<file path="src/rtl/cp0_exc_ctrl_pkg.sv">
// Shared CP0 exception-side definitions: ExcCode values, CP0 register
// addresses, exc_vec_i bit indices and Status/Cause bit positions.
package cp0_exc_ctrl_pkg;

  localparam int unsigned XLEN       = 32;
  localparam int unsigned EXC_VEC_W  = 7;
  localparam int unsigned EXC_CODE_W = 5;
  localparam int unsigned CP0_ADDR_W = 5;

  // Cause.ExcCode encodings
  localparam logic [EXC_CODE_W-1:0] EXC_INT  = 5'd0;
  localparam logic [EXC_CODE_W-1:0] EXC_ADEL = 5'd4;
  localparam logic [EXC_CODE_W-1:0] EXC_ADES = 5'd5;
  localparam logic [EXC_CODE_W-1:0] EXC_SYS  = 5'd8;
  localparam logic [EXC_CODE_W-1:0] EXC_BP   = 5'd9;
  localparam logic [EXC_CODE_W-1:0] EXC_RI   = 5'd10;
  localparam logic [EXC_CODE_W-1:0] EXC_OV   = 5'd12;

  // CP0 register addresses
  localparam logic [CP0_ADDR_W-1:0] CP0_BADVADDR = 5'd8;
  localparam logic [CP0_ADDR_W-1:0] CP0_STATUS   = 5'd12;
  localparam logic [CP0_ADDR_W-1:0] CP0_CAUSE    = 5'd13;
  localparam logic [CP0_ADDR_W-1:0] CP0_EPC      = 5'd14;

  // exc_vec_i = {eret, ades, bp, sys, ov, ri, adel}
  localparam int unsigned EV_ADEL = 0;
  localparam int unsigned EV_RI   = 1;
  localparam int unsigned EV_OV   = 2;
  localparam int unsigned EV_SYS  = 3;
  localparam int unsigned EV_BP   = 4;
  localparam int unsigned EV_ADES = 5;
  localparam int unsigned EV_ERET = 6;

  // Status / Cause bit positions
  localparam int unsigned STATUS_IE  = 0;
  localparam int unsigned STATUS_EXL = 1;
  localparam int unsigned IM_LO      = 8;
  localparam int unsigned IM_HI      = 15;
  localparam int unsigned IP_SW_LO   = 8;
  localparam int unsigned IP_SW_HI   = 9;

  // Address-error codes are the ones that also load BadVAddr
  function automatic logic is_addr_exc(input logic [EXC_CODE_W-1:0] code);
    return (code == EXC_ADEL) || (code == EXC_ADES);
  endfunction

endpackage

</file>
<file path="src/rtl/cp0_exc_prio.sv">
// Combinational exception priority encoder:
// Int > AdEL > RI > Ov > Sys > Bp > AdES > eret.
module cp0_exc_prio
  import cp0_exc_ctrl_pkg::*;
(
  input  logic                  valid_i,
  input  logic                  int_i,
  input  logic [EXC_VEC_W-1:0]  exc_vec_i,
  output logic                  hit_c,
  output logic                  is_eret_c,
  output logic [EXC_CODE_W-1:0] exc_code_c
);

  // Pick the single highest-priority event of a valid instruction
  always_comb begin
    hit_c      = 1'b0;
    is_eret_c  = 1'b0;
    exc_code_c = EXC_INT;
    if (valid_i) begin
      hit_c = 1'b1;
      if (int_i)                       exc_code_c = EXC_INT;
      else if (exc_vec_i[EV_ADEL])     exc_code_c = EXC_ADEL;
      else if (exc_vec_i[EV_RI])       exc_code_c = EXC_RI;
      else if (exc_vec_i[EV_OV])       exc_code_c = EXC_OV;
      else if (exc_vec_i[EV_SYS])      exc_code_c = EXC_SYS;
      else if (exc_vec_i[EV_BP])       exc_code_c = EXC_BP;
      else if (exc_vec_i[EV_ADES])     exc_code_c = EXC_ADES;
      else if (exc_vec_i[EV_ERET])     is_eret_c  = 1'b1;
      else                             hit_c      = 1'b0;
    end
  end

endmodule

</file>
<file path="src/rtl/cp0_exc_ctrl.sv">
// CP0 exception/interrupt controller beside MEM: decides trap/eret, drives
// flush, redirect PC and one-shot CP0 update strobes (all registered).
// Optional BadVAddr update enabled by defining CP0_EXC_BADVADDR_EN.
module cp0_exc_ctrl
  import cp0_exc_ctrl_pkg::*;
#(
  parameter logic [31:0] EXC_VECTOR   = 32'hBFC00380,
  parameter int unsigned FLUSH_CYCLES = 1
) (
  input  logic                  clk,
  input  logic                  rst,
  input  logic                  valid_i,
  input  logic [EXC_VEC_W-1:0]  exc_vec_i,
  input  logic [XLEN-1:0]       pc_i,
  input  logic [XLEN-1:0]       bad_addr_i,
  input  logic                  in_delay_slot_i,
  input  logic [XLEN-1:0]       status_i,
  input  logic [XLEN-1:0]       cause_i,
  input  logic [XLEN-1:0]       epc_i,
  input  logic                  wb_cp0_we_i,
  input  logic [CP0_ADDR_W-1:0] wb_cp0_waddr_i,
  input  logic [XLEN-1:0]       wb_cp0_wdata_i,
  output logic                  flush_o,
  output logic [XLEN-1:0]       new_pc_o,
  output logic                  epc_we_o,
  output logic [XLEN-1:0]       epc_wdata_o,
  output logic                  cause_we_o,
  output logic [EXC_CODE_W-1:0] exc_code_o,
  output logic                  bd_o,
  output logic                  exl_set_o,
  output logic                  exl_clr_o,
  output logic                  badvaddr_we_o,
  output logic [XLEN-1:0]       badvaddr_o
);

  localparam int unsigned CNT_W = 3;
  localparam logic [1:0] S_IDLE  = 2'd0;
  localparam logic [1:0] S_FLUSH = 2'd1;
  localparam logic [1:0] S_DRAIN = 2'd2;
  localparam logic [CNT_W-1:0] DRAIN_INIT =
    CNT_W'((FLUSH_CYCLES > 1) ? (FLUSH_CYCLES - 2) : 0);

  logic [XLEN-1:0] eff_status, eff_cause, eff_epc;
  logic            int_c, hit_c, is_eret_c;
  logic [EXC_CODE_W-1:0] code_c;

  logic [1:0]            state_d, state_q;
  logic [CNT_W-1:0]      cnt_d, cnt_q;
  logic                  flush_d, flush_q;
  logic [XLEN-1:0]       new_pc_d, new_pc_q;
  logic                  epc_we_d, epc_we_q;
  logic [XLEN-1:0]       epc_wdata_d, epc_wdata_q;
  logic                  cause_we_d, cause_we_q;
  logic [EXC_CODE_W-1:0] exc_code_d, exc_code_q;
  logic                  bd_d, bd_q;
  logic                  exl_set_d, exl_set_q;
  logic                  exl_clr_d, exl_clr_q;
`ifdef CP0_EXC_BADVADDR_EN
  logic                  badvaddr_we_d, badvaddr_we_q;
  logic [XLEN-1:0]       badvaddr_d, badvaddr_q;
`endif

  // WB-stage mtc0 forwarding into Status / Cause.IP[1:0] / EPC
  always_comb begin
    eff_status = status_i;
    eff_cause  = cause_i;
    eff_epc    = epc_i;
    if (wb_cp0_we_i) begin
      if (wb_cp0_waddr_i == CP0_STATUS) eff_status = wb_cp0_wdata_i;
      if (wb_cp0_waddr_i == CP0_CAUSE)
        eff_cause[IP_SW_HI:IP_SW_LO] = wb_cp0_wdata_i[IP_SW_HI:IP_SW_LO];
      if (wb_cp0_waddr_i == CP0_EPC)    eff_epc = wb_cp0_wdata_i;
    end
  end

  assign int_c = eff_status[STATUS_IE] && !eff_status[STATUS_EXL] &&
                 (|(eff_cause[IM_HI:IM_LO] & eff_status[IM_HI:IM_LO]));

  cp0_exc_prio u_prio (
    .valid_i    (valid_i),
    .int_i      (int_c),
    .exc_vec_i  (exc_vec_i),
    .hit_c      (hit_c),
    .is_eret_c  (is_eret_c),
    .exc_code_c (code_c)
  );

  // Next state and next registered outputs
  always_comb begin
    state_d     = state_q;
    cnt_d       = cnt_q;
    flush_d     = 1'b0;
    new_pc_d    = '0;
    epc_we_d    = 1'b0;
    epc_wdata_d = '0;
    cause_we_d  = 1'b0;
    exc_code_d  = '0;
    bd_d        = 1'b0;
    exl_set_d   = 1'b0;
    exl_clr_d   = 1'b0;
`ifdef CP0_EXC_BADVADDR_EN
    badvaddr_we_d = 1'b0;
    badvaddr_d    = '0;
`endif
    case (state_q)
      S_IDLE: begin
        if (hit_c) begin
          state_d = S_FLUSH;
          flush_d = 1'b1;
          if (is_eret_c) begin
            new_pc_d  = eff_epc;
            exl_clr_d = 1'b1;
          end else begin
            new_pc_d   = EXC_VECTOR;
            cause_we_d = 1'b1;
            exc_code_d = code_c;
            exl_set_d  = 1'b1;
            if (!eff_status[STATUS_EXL]) begin
              epc_we_d    = 1'b1;
              epc_wdata_d = in_delay_slot_i ? (pc_i - 32'd4) : pc_i;
              bd_d        = in_delay_slot_i;
            end
`ifdef CP0_EXC_BADVADDR_EN
            if (is_addr_exc(code_c)) begin
              badvaddr_we_d = 1'b1;
              badvaddr_d    = bad_addr_i;
            end
`endif
          end
        end
      end
      S_FLUSH: begin
        if (FLUSH_CYCLES > 1) begin
          state_d  = S_DRAIN;
          cnt_d    = DRAIN_INIT;
          flush_d  = 1'b1;
          new_pc_d = new_pc_q;
        end else begin
          state_d = S_IDLE;
        end
      end
      S_DRAIN: begin
        if (cnt_q == '0) begin
          state_d = S_IDLE;
        end else begin
          cnt_d    = cnt_q - CNT_W'(1);
          flush_d  = 1'b1;
          new_pc_d = new_pc_q;
        end
      end
      default: state_d = S_IDLE;
    endcase
  end

  // State and output registers
  always_ff @(posedge clk or posedge rst) begin
    if (rst) begin
      state_q     <= S_IDLE;
      cnt_q       <= '0;
      flush_q     <= 1'b0;
      new_pc_q    <= '0;
      epc_we_q    <= 1'b0;
      epc_wdata_q <= '0;
      cause_we_q  <= 1'b0;
      exc_code_q  <= '0;
      bd_q        <= 1'b0;
      exl_set_q   <= 1'b0;
      exl_clr_q   <= 1'b0;
`ifdef CP0_EXC_BADVADDR_EN
      badvaddr_we_q <= 1'b0;
      badvaddr_q    <= '0;
`endif
    end else begin
      state_q     <= state_d;
      cnt_q       <= cnt_d;
      flush_q     <= flush_d;
      new_pc_q    <= new_pc_d;
      epc_we_q    <= epc_we_d;
      epc_wdata_q <= epc_wdata_d;
      cause_we_q  <= cause_we_d;
      exc_code_q  <= exc_code_d;
      bd_q        <= bd_d;
      exl_set_q   <= exl_set_d;
      exl_clr_q   <= exl_clr_d;
`ifdef CP0_EXC_BADVADDR_EN
      badvaddr_we_q <= badvaddr_we_d;
      badvaddr_q    <= badvaddr_d;
`endif
    end
  end

  assign flush_o     = flush_q;
  assign new_pc_o    = new_pc_q;
  assign epc_we_o    = epc_we_q;
  assign epc_wdata_o = epc_wdata_q;
  assign cause_we_o  = cause_we_q;
  assign exc_code_o  = exc_code_q;
  assign bd_o        = bd_q;
  assign exl_set_o   = exl_set_q;
  assign exl_clr_o   = exl_clr_q;

`ifdef CP0_EXC_BADVADDR_EN
  assign badvaddr_we_o = badvaddr_we_q;
  assign badvaddr_o    = badvaddr_q;
  logic unused_bits;
  assign unused_bits = ^{eff_status[31:16], eff_status[7:2],
                         eff_cause[31:16], eff_cause[7:0]};
`else
  assign badvaddr_we_o = 1'b0;
  assign badvaddr_o    = '0;
  logic unused_bits;
  assign unused_bits = ^{eff_status[31:16], eff_status[7:2],
                         eff_cause[31:16], eff_cause[7:0], bad_addr_i};
`endif

endmodule

</file>
<file path="config.mk">
export PLATFORM = sky130hd
export DESIGN_NAME = cp0_exc_ctrl
export DESIGN_NICKNAME = d
export VERILOG_FILES = /design/src/rtl/cp0_exc_ctrl_pkg.sv /design/src/rtl/cp0_exc_prio.sv /design/src/rtl/cp0_exc_ctrl.sv
export SDC_FILE = /design/constraint.sdc
export NUM_CORES = 1
export LEC_CHECK = 0
export ABC_AREA = 0
export CELL_PAD_IN_SITES_DETAIL_PLACEMENT = 1
export CELL_PAD_IN_SITES_GLOBAL_PLACEMENT = 1
export CORE_ASPECT_RATIO = 1.2
export CORE_UTILIZATION = 24
export DETAILED_ROUTE_END_ITERATION = 10
export PLACE_DENSITY = 0.87
export SYNTH_ARGS = -nofsm -noshare
export SYNTH_HDL_FRONTEND = slang
export SYNTH_SLANG_ARGS = --single-unit
</file>
<file path="constraint.sdc">
create_clock -name clk -period 6.4 [get_ports clk]
set_clock_uncertainty 0.05 [all_clocks]
set_input_delay 0.96 -clock clk [delete_from_list [all_inputs] [get_ports clk]]
set_output_delay 0.96 -clock clk [all_outputs]
set_load 0.05 [all_outputs]
</file>
==> impl_metrics.py, run 1 <==
metrics = {
    "global_route": {
        "grt_pass1_wl_um": 21500,
        "grt_pass1_vias": 3880,
        "antenna_found_initial": 0,
        "grt.overflow.total": 0,
        "grt_max_degree": 75,
        "grt.total_usage": 0.167,
    },
    "placed_design": {
        "dp_hpwl_um": 10900,
        "dp_slack_ps": 2190,
        "place_congestion": 0.870,
        "port-buffer-count": 204,
    },
    "power": {
        "power.density_nw_per_um2": 222,
        "swShare": 0.302,
        "switchingPower_w": 0.000419,
        "p_leak_nw": 2.59,
        "pwr-share-clk": 0.383,
        "pwr-share-seq": 0.360,
        "intPower_w": 0.000967,
        "comb_power_share": 0.257,
        "ir_drop_uv": 115,
    },
    "drt": {
        "drt-total-wl_um": 13900,
        "drc": 0,
        "viasPerCell": 4.51,
        "postRouteAntennaNets": 0,
        "dr.pass1.iters": 6,
        "wl_per_cell_um": 17.4,
        "drt_iter0_markers": 127,
        "num_vias": 3583,
    },
    "job": {
        "cap_violations": 0,
    },
    "critical_path": {
        "r2r_cells": 3,
        "start_kind": "input port",
        "reg2reg_slack_ps": 4590,
        "reg2reg_to": "epc_wdata_o[6]",
        "crit_path_end_kind": "flip-flop",
        "timing.rr.start": "state_q[0]",
        "critPathArrivalTime_ps": 3850,
        "cp.required_ps": 6490,
        "critPathMaxFanout": 49,
        "path_class": "in -> reg",
    },
    "floorplan": {
        "rows": 50,
        "ioPinCount": 317,
        "die_x_um": 117,
        "start_util": 0.246,
        "die-area_um2": 16500,
        "design.core.area_um2": 15600,
        "die_h_um": 141,
    },
    "synthesis": {
        "seq_area_frac_synth": 0.482,
        "yosys.area.top_type": "dfrtp_1",
        "ys_ff_latch": 74,
        "synth_edf_count": 0,
        "yosys_warnings": 0,
        "synth_cell_types": 46,
        "synthArstFlopShare": 1.00,
        "synth_most_common_cell": "dfrtp_1",
        "synthFlopType": "dfrtp_1",
        "synth_area_um2": 3840,
        "synth.avg_cell_area_um2": 9.95,
        "netlist_instances": 386,
        "synth_area_leaders": "dfrtp_1 (48%), buf_4 (7.0%), mux2i_1 (6.0%)",
        "synth_top_area_frac": 0.482,
        "synth_common_cells": "dfrtp_1 (74), nand2_1 (47), buf_4 (36)",
    },
    "sta": {
        "setup_viol": 0,
        "final_max_slew_viol_count": 0,
        "final.setup.worst_slack_ps": 2640,
        "worst_slew_pin_slew_ps": 1170,
        "period_share": 0.588,
        "relSlewSlack": 0.223,
        "fmax_ghz": 0.266,
        "hold_viol": 0,
        "setup-tns-final_ps": 0,
        "period_needed_ps": 3760,
        "rsz0062_at_grt": "no",
    },
    "clocking": {
        "cts_resized": 0,
        "clk_pin_slew_ps": 50,
        "cts_root_buf": "clkbuf_16",
        "cts_buffer_depth": 2,
        "hold_buffers": 0,
        "cts_setup_buffers": 0,
        "cts.sinks": 74,
        "htree_levels": 3,
        "clkLatencyLatePin_ps": 320,
        "tritoncts": "built",
        "numCtsBuffers": 9,
    },
    "cells_and_area": {
        "regArea_um2": 1850,
        "drive_gt1_frac": 0.0562,
        "multi_input_area_um2": 1750,
        "area_growth_pct": 62.7,
        "layout.nets": 793,
        "nFillCells": 1773,
        "n_antenna_cell": 0,
    },
    "hold_path": {
        "hold_end": "exc_code_o[2]",
        "hp-class": "reg -> reg",
        "min_from": "state_q[0]",
        "hold_depth": 3,
    },
    "outcome": {
        "outcome": "completed",
    },
}
==> metal layers <==
metal | global-route usage | vias up | wire length, um
met1 | 0.179 | 1724 | 5380
met5 | 0 | - | 0
li1 | - | 1665 | -
met2 | 0.321 | 177 | 7370
met4 | 0.0526 | 0 | 248
met3 | 0.0400 | 17 | 848
==> worst max-delay path by stage <==
stage | from | slack, ps | depth (start not counted) | end
2_1_floorplan | rst | 3510 | 1 | bd_o
3_3_place_gp | wb_cp0_waddr_i[2] | 2260 | 7 | epc_wdata_o[6]
3_5_place_dp | wb_cp0_waddr_i[2] | 2190 | 7 | new_pc_o[31]
4_1_cts | wb_cp0_waddr_i[2] | 2540 | 7 | new_pc_o[31]
5_1_grt | wb_cp0_waddr_i[2] | 2390 | 7 | new_pc_o[22]
6_report | wb_cp0_waddr_i[2] | 2640 | 7 | epc_wdata_o[6]
==> worst max-delay path: stages <==
cell             delay [ps]
clkdlybuf4s50_1         530
nand4b_4                140
nor3_4                  470
mux2_2                  410
a221oi_2                290
a211o_2                 760
a22oi_1                 230
==> metrics by stage <==
step	hold slack, ps	std cells	area, um^2	utilization	total power (W)
global route	592	795	6250	0.400	0.00144
global placement	518	780	5940	0.380	0.000857
detailed placement	546	780	5940	0.380	0.000867
floorplan	479	419	3970	-	0.000716
CTS	558	795	6250	0.400	0.00141
finish	555	795	6250	0.400	0.00139
==> cell type report <==
cell class                      instances  area share
Clock buffer                           10      0.0366
Clock inverter                          5      0.0128
Inverter                                4     0.00260
Multi-Input combinational cell        287       0.280
Sequential cell                        74       0.296
Tap cell                              208      0.0416
Timing Repair Buffer                  207       0.330
==> power by group through the flow <==
stage | registers, W | logic [W] | clock network, W
global route | 0.000502 | 0.000374 | 0.000567
detailed placement | 0.000508 | 0.000358 | 0
CTS | 0.000500 | 0.000359 | 0.000547
finish | 0.000500 | 0.000357 | 0.000531
floorplan | 0.000592 | 0.000124 | 0
global placement | 0.000507 | 0.000350 | 0
==> placed cells by master (no fill, tap or decap), types with 2 or more instances in the layout <==
cell             count
bufinv_16            2
nor3b_1              2
nor4_1              11
clkinv_2             2
and2_1               2
clkbuf_16            9
nand2_1             47
nor2_1              17
buf_4                3
inv_1                3
a21oi_1             26
a22oi_1              4
nand2b_1             3
or4_1                3
a21oi_2              5
clkinvlp_4           2
nor3_1              27
a21boi_0             4
dfrtp_1             74
clkdlybuf4s50_1    204
nand3_1              3
xnor2_1             19
mux2i_1             23
o21ai_0             15
and3_1              12
xor2_1               9
conb_1              34
==> logic make-up after synthesis <==
kind of cell,count (synthesis),synth area share
compound gates,63,0.102
mux,25,0.0668
buf+inv,58,0.0954
fa+ha+maj,1,0.00326
other cells,1,0.000976
flops,74,0.482
simple gates,136,0.186
xor+xnor,28,0.0638
==> sequential cells by signal, summed over array words and instances, names as in the netlist <==
register,count
epc_wdata_o,32
new_pc_o,32
exc_code_o,4
bd_o,1
epc_we_o,1
exl_clr_o,1
exl_set_o,1
flush_o,1
state_q,1
Power figures use the tool's default switching activity.
==> run 2, diff against run 1 <==
- CORE_UTILIZATION: 24 -> 22
- PLACE_DENSITY: 0.87 -> 0.81
- clock period: 6.4 -> 3.7 ns (I/O delays scaled with it)
==> run 2 against run 1 <==
Against the previous run:
- power is 70% higher
- combinational power increased by 74%
- routed wire length increased by 2.8%
- die area is 9.0% higher
- cell count is 1.9% higher
- global-route usage down 0.93 points
- clock-buffer cell count unchanged
- first-iteration DRC count decreased by 31%
- critical endpoint is now new_pc_o[18]
==> impl_metrics.py, run 2 (same netlist as run 1, synthesis figures left out) <==
metrics = {
    "sta": {
        "final.setup.worst_slack_ps": 541,
        "final_max_slew_viol_count": 0,
        "period_share": 0.854,
        "relSlewSlack": 0.199,
        "hold_viol": 0,
        "setup-tns-final_ps": 0,
        "worst_slew_pin_slew_ps": 1200,
        "rsz0062_at_grt": "no",
        "setup_viol": 0,
        "period_needed_ps": 3160,
        "fmax_ghz": 0.317,
    },
    "global_route": {
        "grt.overflow.total": 0,
        "antenna_found_initial": 1,
        "grt_max_degree": 50,
        "grt_pass1_vias": 3970,
        "grt_pass1_wl_um": 21600,
        "grt.total_usage": 0.158,
    },
    "floorplan": {
        "die-area_um2": 18000,
        "start_util": 0.226,
        "rows": 52,
        "die_x_um": 123,
        "ioPinCount": 317,
        "die_h_um": 147,
        "design.core.area_um2": 17000,
    },
    "cells_and_area": {
        "layout.nets": 799,
        "final_common_cell": "clkdlybuf4s50_1",
        "most-common-layout-cells": "clkdlybuf4s50_1 (204), dfrtp_1 (74), nand2_1 (47)",
        "final_cells": 810,
        "multi_input_area_um2": 1750,
        "drive_gt1_frac": 0.0675,
        "nFillCells": 1926,
        "area_growth_pct": 64.1,
        "regArea_um2": 1850,
    },
    "clocking": {
        "cts.sinks": 74,
        "numCtsBuffers": 9,
        "tritoncts": "built",
        "cts_buffer_depth": 2,
        "clk_pin_slew_ps": 60,
        "clkLatencyLatePin_ps": 320,
        "cts_root_buf": "clkbuf_16",
        "htree_levels": 3,
        "cts_setup_buffers": 0,
        "hold_buffers": 0,
        "cts_resized": 0,
    },
    "power": {
        "pwr-share-clk": 0.369,
        "intPower_w": 0.00163,
        "p_leak_nw": 2.62,
        "power.density_nw_per_um2": 374,
        "ir_drop_uv": 187,
        "comb_power_share": 0.264,
        "switchingPower_w": 0.000731,
        "pwr-share-seq": 0.367,
        "power.total_w": 0.00236,
        "swShare": 0.310,
    },
    "drt": {
        "drt_iter0_markers": 88,
        "wl_per_cell_um": 17.6,
        "viasPerCell": 4.44,
        "postRouteAntennaNets": 0,
        "num_vias": 3597,
        "drc": 0,
        "dr.pass1.iters": 4,
        "drt-total-wl_um": 14200,
    },
    "job": {
        "cap_violations": 0,
    },
    "critical_path": {
        "critPathArrivalTime_ps": 3240,
        "path_class": "in -> reg",
        "cp.required_ps": 3790,
        "crit_path_start": "wb_cp0_we_i",
        "timing.rr.start": "state_q[0]",
        "start_kind": "input port",
        "crit_path_end_kind": "flip-flop",
        "critPathMaxFanout": 25,
        "reg2reg_slack_ps": 2010,
    },
    "placed_design": {
        "place_congestion": 0.749,
        "dp_hpwl_um": 11300,
        "dp_slack_ps": 176,
        "port-buffer-count": 204,
        "post-place-cells": 794,
    },
    "outcome": {
        "outcome": "completed",
    },
    "hold_path": {
        "hp-class": "in -> async",
    },
}
-- run 2: power groups by stage --
stage	combinational [W]	clock [W]	sequential, W
floorplan	0.000215	0	0.00102
global placement	0.000613	0	0.000878
detailed placement	0.000625	0	0.000880
CTS	0.000627	0.000903	0.000865
global route	0.000655	0.000939	0.000868
finish	0.000621	0.000871	0.000865
-- run 2: critical path, cell delays in order --
cell	delay, ps
clkdlybuf4s50_1	550
nand4b_4	160
nor3_4	380
buf_4	230
a221o_1	130
a221oi_2	80
a21oi_2	940
nor3_1	200
-- run 2: final timing paths --
| path | end | cells after the start |
|---|---|---|
| min reg2reg | exc_code_o[2] | 3 |
| max reg2reg | new_pc_o[18] | 3 |
| max in group asynchronous | epc_wdata_o[29] | 3 |
| min | new_pc_o[27] | 2 |
| max | new_pc_o[18] | 8 |
| min in group clk | exc_code_o[2] | 3 |
-- run 2: stage by stage --
step | hold slack (ps) | cell area (um^2) | util
2_1_floorplan | 479 | 3970 | -
3_3_place_gp | 588 | 6010 | 0.354
3_5_place_dp | 619 | 6010 | 0.354
4_1_cts | 620 | 6300 | 0.371
5_1_grt | 654 | 6300 | 0.371
6_report | 614 | 6300 | 0.371
-- run 2: layout make-up --
cell class / instances / share of cell area
repair buffers: 213 / 0.337
flip-flops and latches: 74 / 0.294
multi-input cells: 287 / 0.277
well taps: 216 / 0.0429
clock buffers: 10 / 0.0379
clock inverters: 5 / 0.00873
inverters: 4 / 0.00258
diodes: 1 / 0.000397
-- run 2: routing by layer --
layer | track usage | vias to the layer above | wire length, um
li1 | - | 1683 | -
met1 | 0.165 | 1707 | 5320
met2 | 0.292 | 186 | 7230
met3 | 0.0466 | 21 | 1320
met4 | 0.0579 | 0 | 375
met5 | 0 | - | 0
==> run 3, diff against run 2 <==
- CORE_MARGIN: unset -> 2
- CORE_UTILIZATION: 22 -> 20
- PLACE_DENSITY: 0.81 -> 0.77
- clock period: 3.7 -> 2.8 ns (I/O delays scaled with it)
==> run 3 against run 2 <==
Against the previous run:
- combinational power is 36% higher
- worst hold slack worse by 140 ps
- register-to-register slack worse by 720 ps
- non-clock buffer count is 20 higher
- core utilization is 2.4 points lower
- setup slack worse by 340 ps
- clock-buffer cell count is 1 lower
- largest power group is now sequential cells
==> impl_metrics.py, run 3 (same netlist as run 1, synthesis figures left out) <==
metrics = {
    "floorplan": {
        "die_h_um": 156,
        "rows": 55,
        "ioPinCount": 317,
        "die_x_um": 131,
        "start_util": 0.204,
        "die-area_um2": 20300,
        "design.core.area_um2": 18900,
    },
    "clocking": {
        "hold_buffers": 0,
        "clk_pin_slew_ps": 70,
        "cts.sinks": 74,
        "cts_buffer_depth": 2,
        "htree_levels": 3,
        "clkLatencyLatePin_ps": 340,
        "cts_setup_buffers": 0,
        "tritoncts": "built",
        "cts_root_buf": "clkbuf_16",
        "numCtsBuffers": 9,
        "cts_resized": 0,
    },
    "placed_design": {
        "port-buffer-count": 204,
        "dp_slack_ps": -235,
        "place_congestion": 0.755,
        "dp_hpwl_um": 11400,
    },
    "drt": {
        "dr.pass1.iters": 4,
        "wl_per_cell_um": 16.2,
        "postRouteAntennaNets": 0,
        "drt-total-wl_um": 14100,
        "num_vias": 3665,
        "drt_iter0_markers": 104,
        "drc": 0,
        "viasPerCell": 4.21,
    },
    "sta": {
        "hold_viol": 0,
        "period_needed_ps": 2600,
        "rsz0062_at_grt": "no",
        "period_share": 0.928,
        "setup-tns-final_ps": 0,
        "worst_slew_pin_slew_ps": 797,
        "relSlewSlack": 0.469,
        "final_max_slew_viol_count": 0,
        "setup_viol": 0,
        "final.setup.worst_slack_ps": 201,
        "fmax_ghz": 0.385,
    },
    "critical_path": {
        "cp.required_ps": 3010,
        "crit_path_cell_trace": "clkdlybuf4s50_1 -> nand4b_4 -> nor3_4 -> buf_12 -> mux2_2 -> a221oi_2 -> a21oi_4 -> buf_4 -> nor3_1",
        "path_class": "in -> reg",
        "crit_path_end_kind": "flip-flop",
        "cpPeakStageDelay_ps": 510,
        "critPathMaxFanout": 15,
        "slowest_stage": "clkdlybuf4s50_1",
        "critPathArrivalTime_ps": 2800,
        "worst-path-buf-inv": 3,
        "start_kind": "input port",
        "crit_family": "buffers and inverters",
        "r2r_cells": 4,
        "path_depth": 9,
    },
    "global_route": {
        "antenna_found_initial": 0,
        "grt_max_degree": 43,
        "grt.overflow.total": 0,
        "grt_pass1_wl_um": 20700,
        "grt.total_usage": 0.135,
        "grt_pass1_vias": 3770,
    },
    "cells_and_area": {
        "n_antenna_cell": 0,
        "final_common_cell": "clkdlybuf4s50_1",
        "most-common-layout-cells": "clkdlybuf4s50_1 (204), dfrtp_1 (74), nand2_1 (47)",
        "area_growth_pct": 70.4,
        "drive_gt1_frac": 0.0993,
        "layout.nets": 819,
    },
    "power": {
        "power.total_w": 0.00307,
        "ir_drop_uv": 248,
        "p_leak_nw": 2.73,
        "power.density_nw_per_um2": 469,
    },
    "job": {
        "cap_violations": 0,
    },
    "outcome": {
        "outcome": "completed",
    },
    "hold_path": {
        "hp-class": "in -> async",
    },
}
==> run 3: final timing paths <==
| kind | start | end | slack, ps |
|---|---|---|---|
| worst min register to register | state_q[0] | exc_code_o[2] | 600 |
| worst max register to register | state_q[0] | bd_o | 1290 |
| worst min-delay path | rst | new_pc_o[27] | 480 |
| min in group clk | pc_i[1] | epc_wdata_o[1] | 590 |
| worst max-delay path | wb_cp0_we_i | new_pc_o[20] | 200 |
| max in group asynchronous | rst | epc_wdata_o[4] | 1570 |
==> run 3: power by group <==
| part | switching, W | total [W] | internal [W] |
|---|---|---|---|
| sequential | 0.0000161 | 0.00114 | 0.00112 |
| clock | 0.000483 | 0.00109 | 0.000606 |
| combinational | 0.000506 | 0.000842 | 0.000336 |
| total | 0.00101 | 0.00307 | 0.00206 |
==> run 3: worst reg2reg max path, delay by kind of cell (launching register included) <==
family	cells	cell delay, ps
AOI/OAI and AO/OA	2	610
DFF	1	370
and+or+nand+nor	1	210
buffers and inverters	1	180
==> run 3: area by class of cell <==
type | count | area, um^2
Clock buffer | 9 | 225
Fill cell | 2191 | 12300
Clock inverter | 7 | 53.8
Multi-Input combinational cell | 287 | 1760
Timing Repair Buffer | 233 | 2320
Inverter | 4 | 16.3
Tap cell | 256 | 320
Sequential cell | 74 | 1850
==> run 3: routing by layer <==
layer | GRT usage | up-vias | share of wire
met5 | 0 | - | 0
met4 | 0.0395 | 0 | 0.014
met3 | 0.0487 | 15 | 0.10
met2 | 0.254 | 178 | 0.52
met1 | 0.138 | 1751 | 0.37
li1 | - | 1721 | -
==> run 3: metrics by stage <==
step	area (um^2)	cells	hold slack, ps	utilization
floorplan	3970	419	441	-
global placement	6260	854	589	0.332
detailed placement	6260	854	587	0.332
CTS	6540	870	512	0.347
global route	6550	870	540	0.347
finish	6550	870	475	0.347
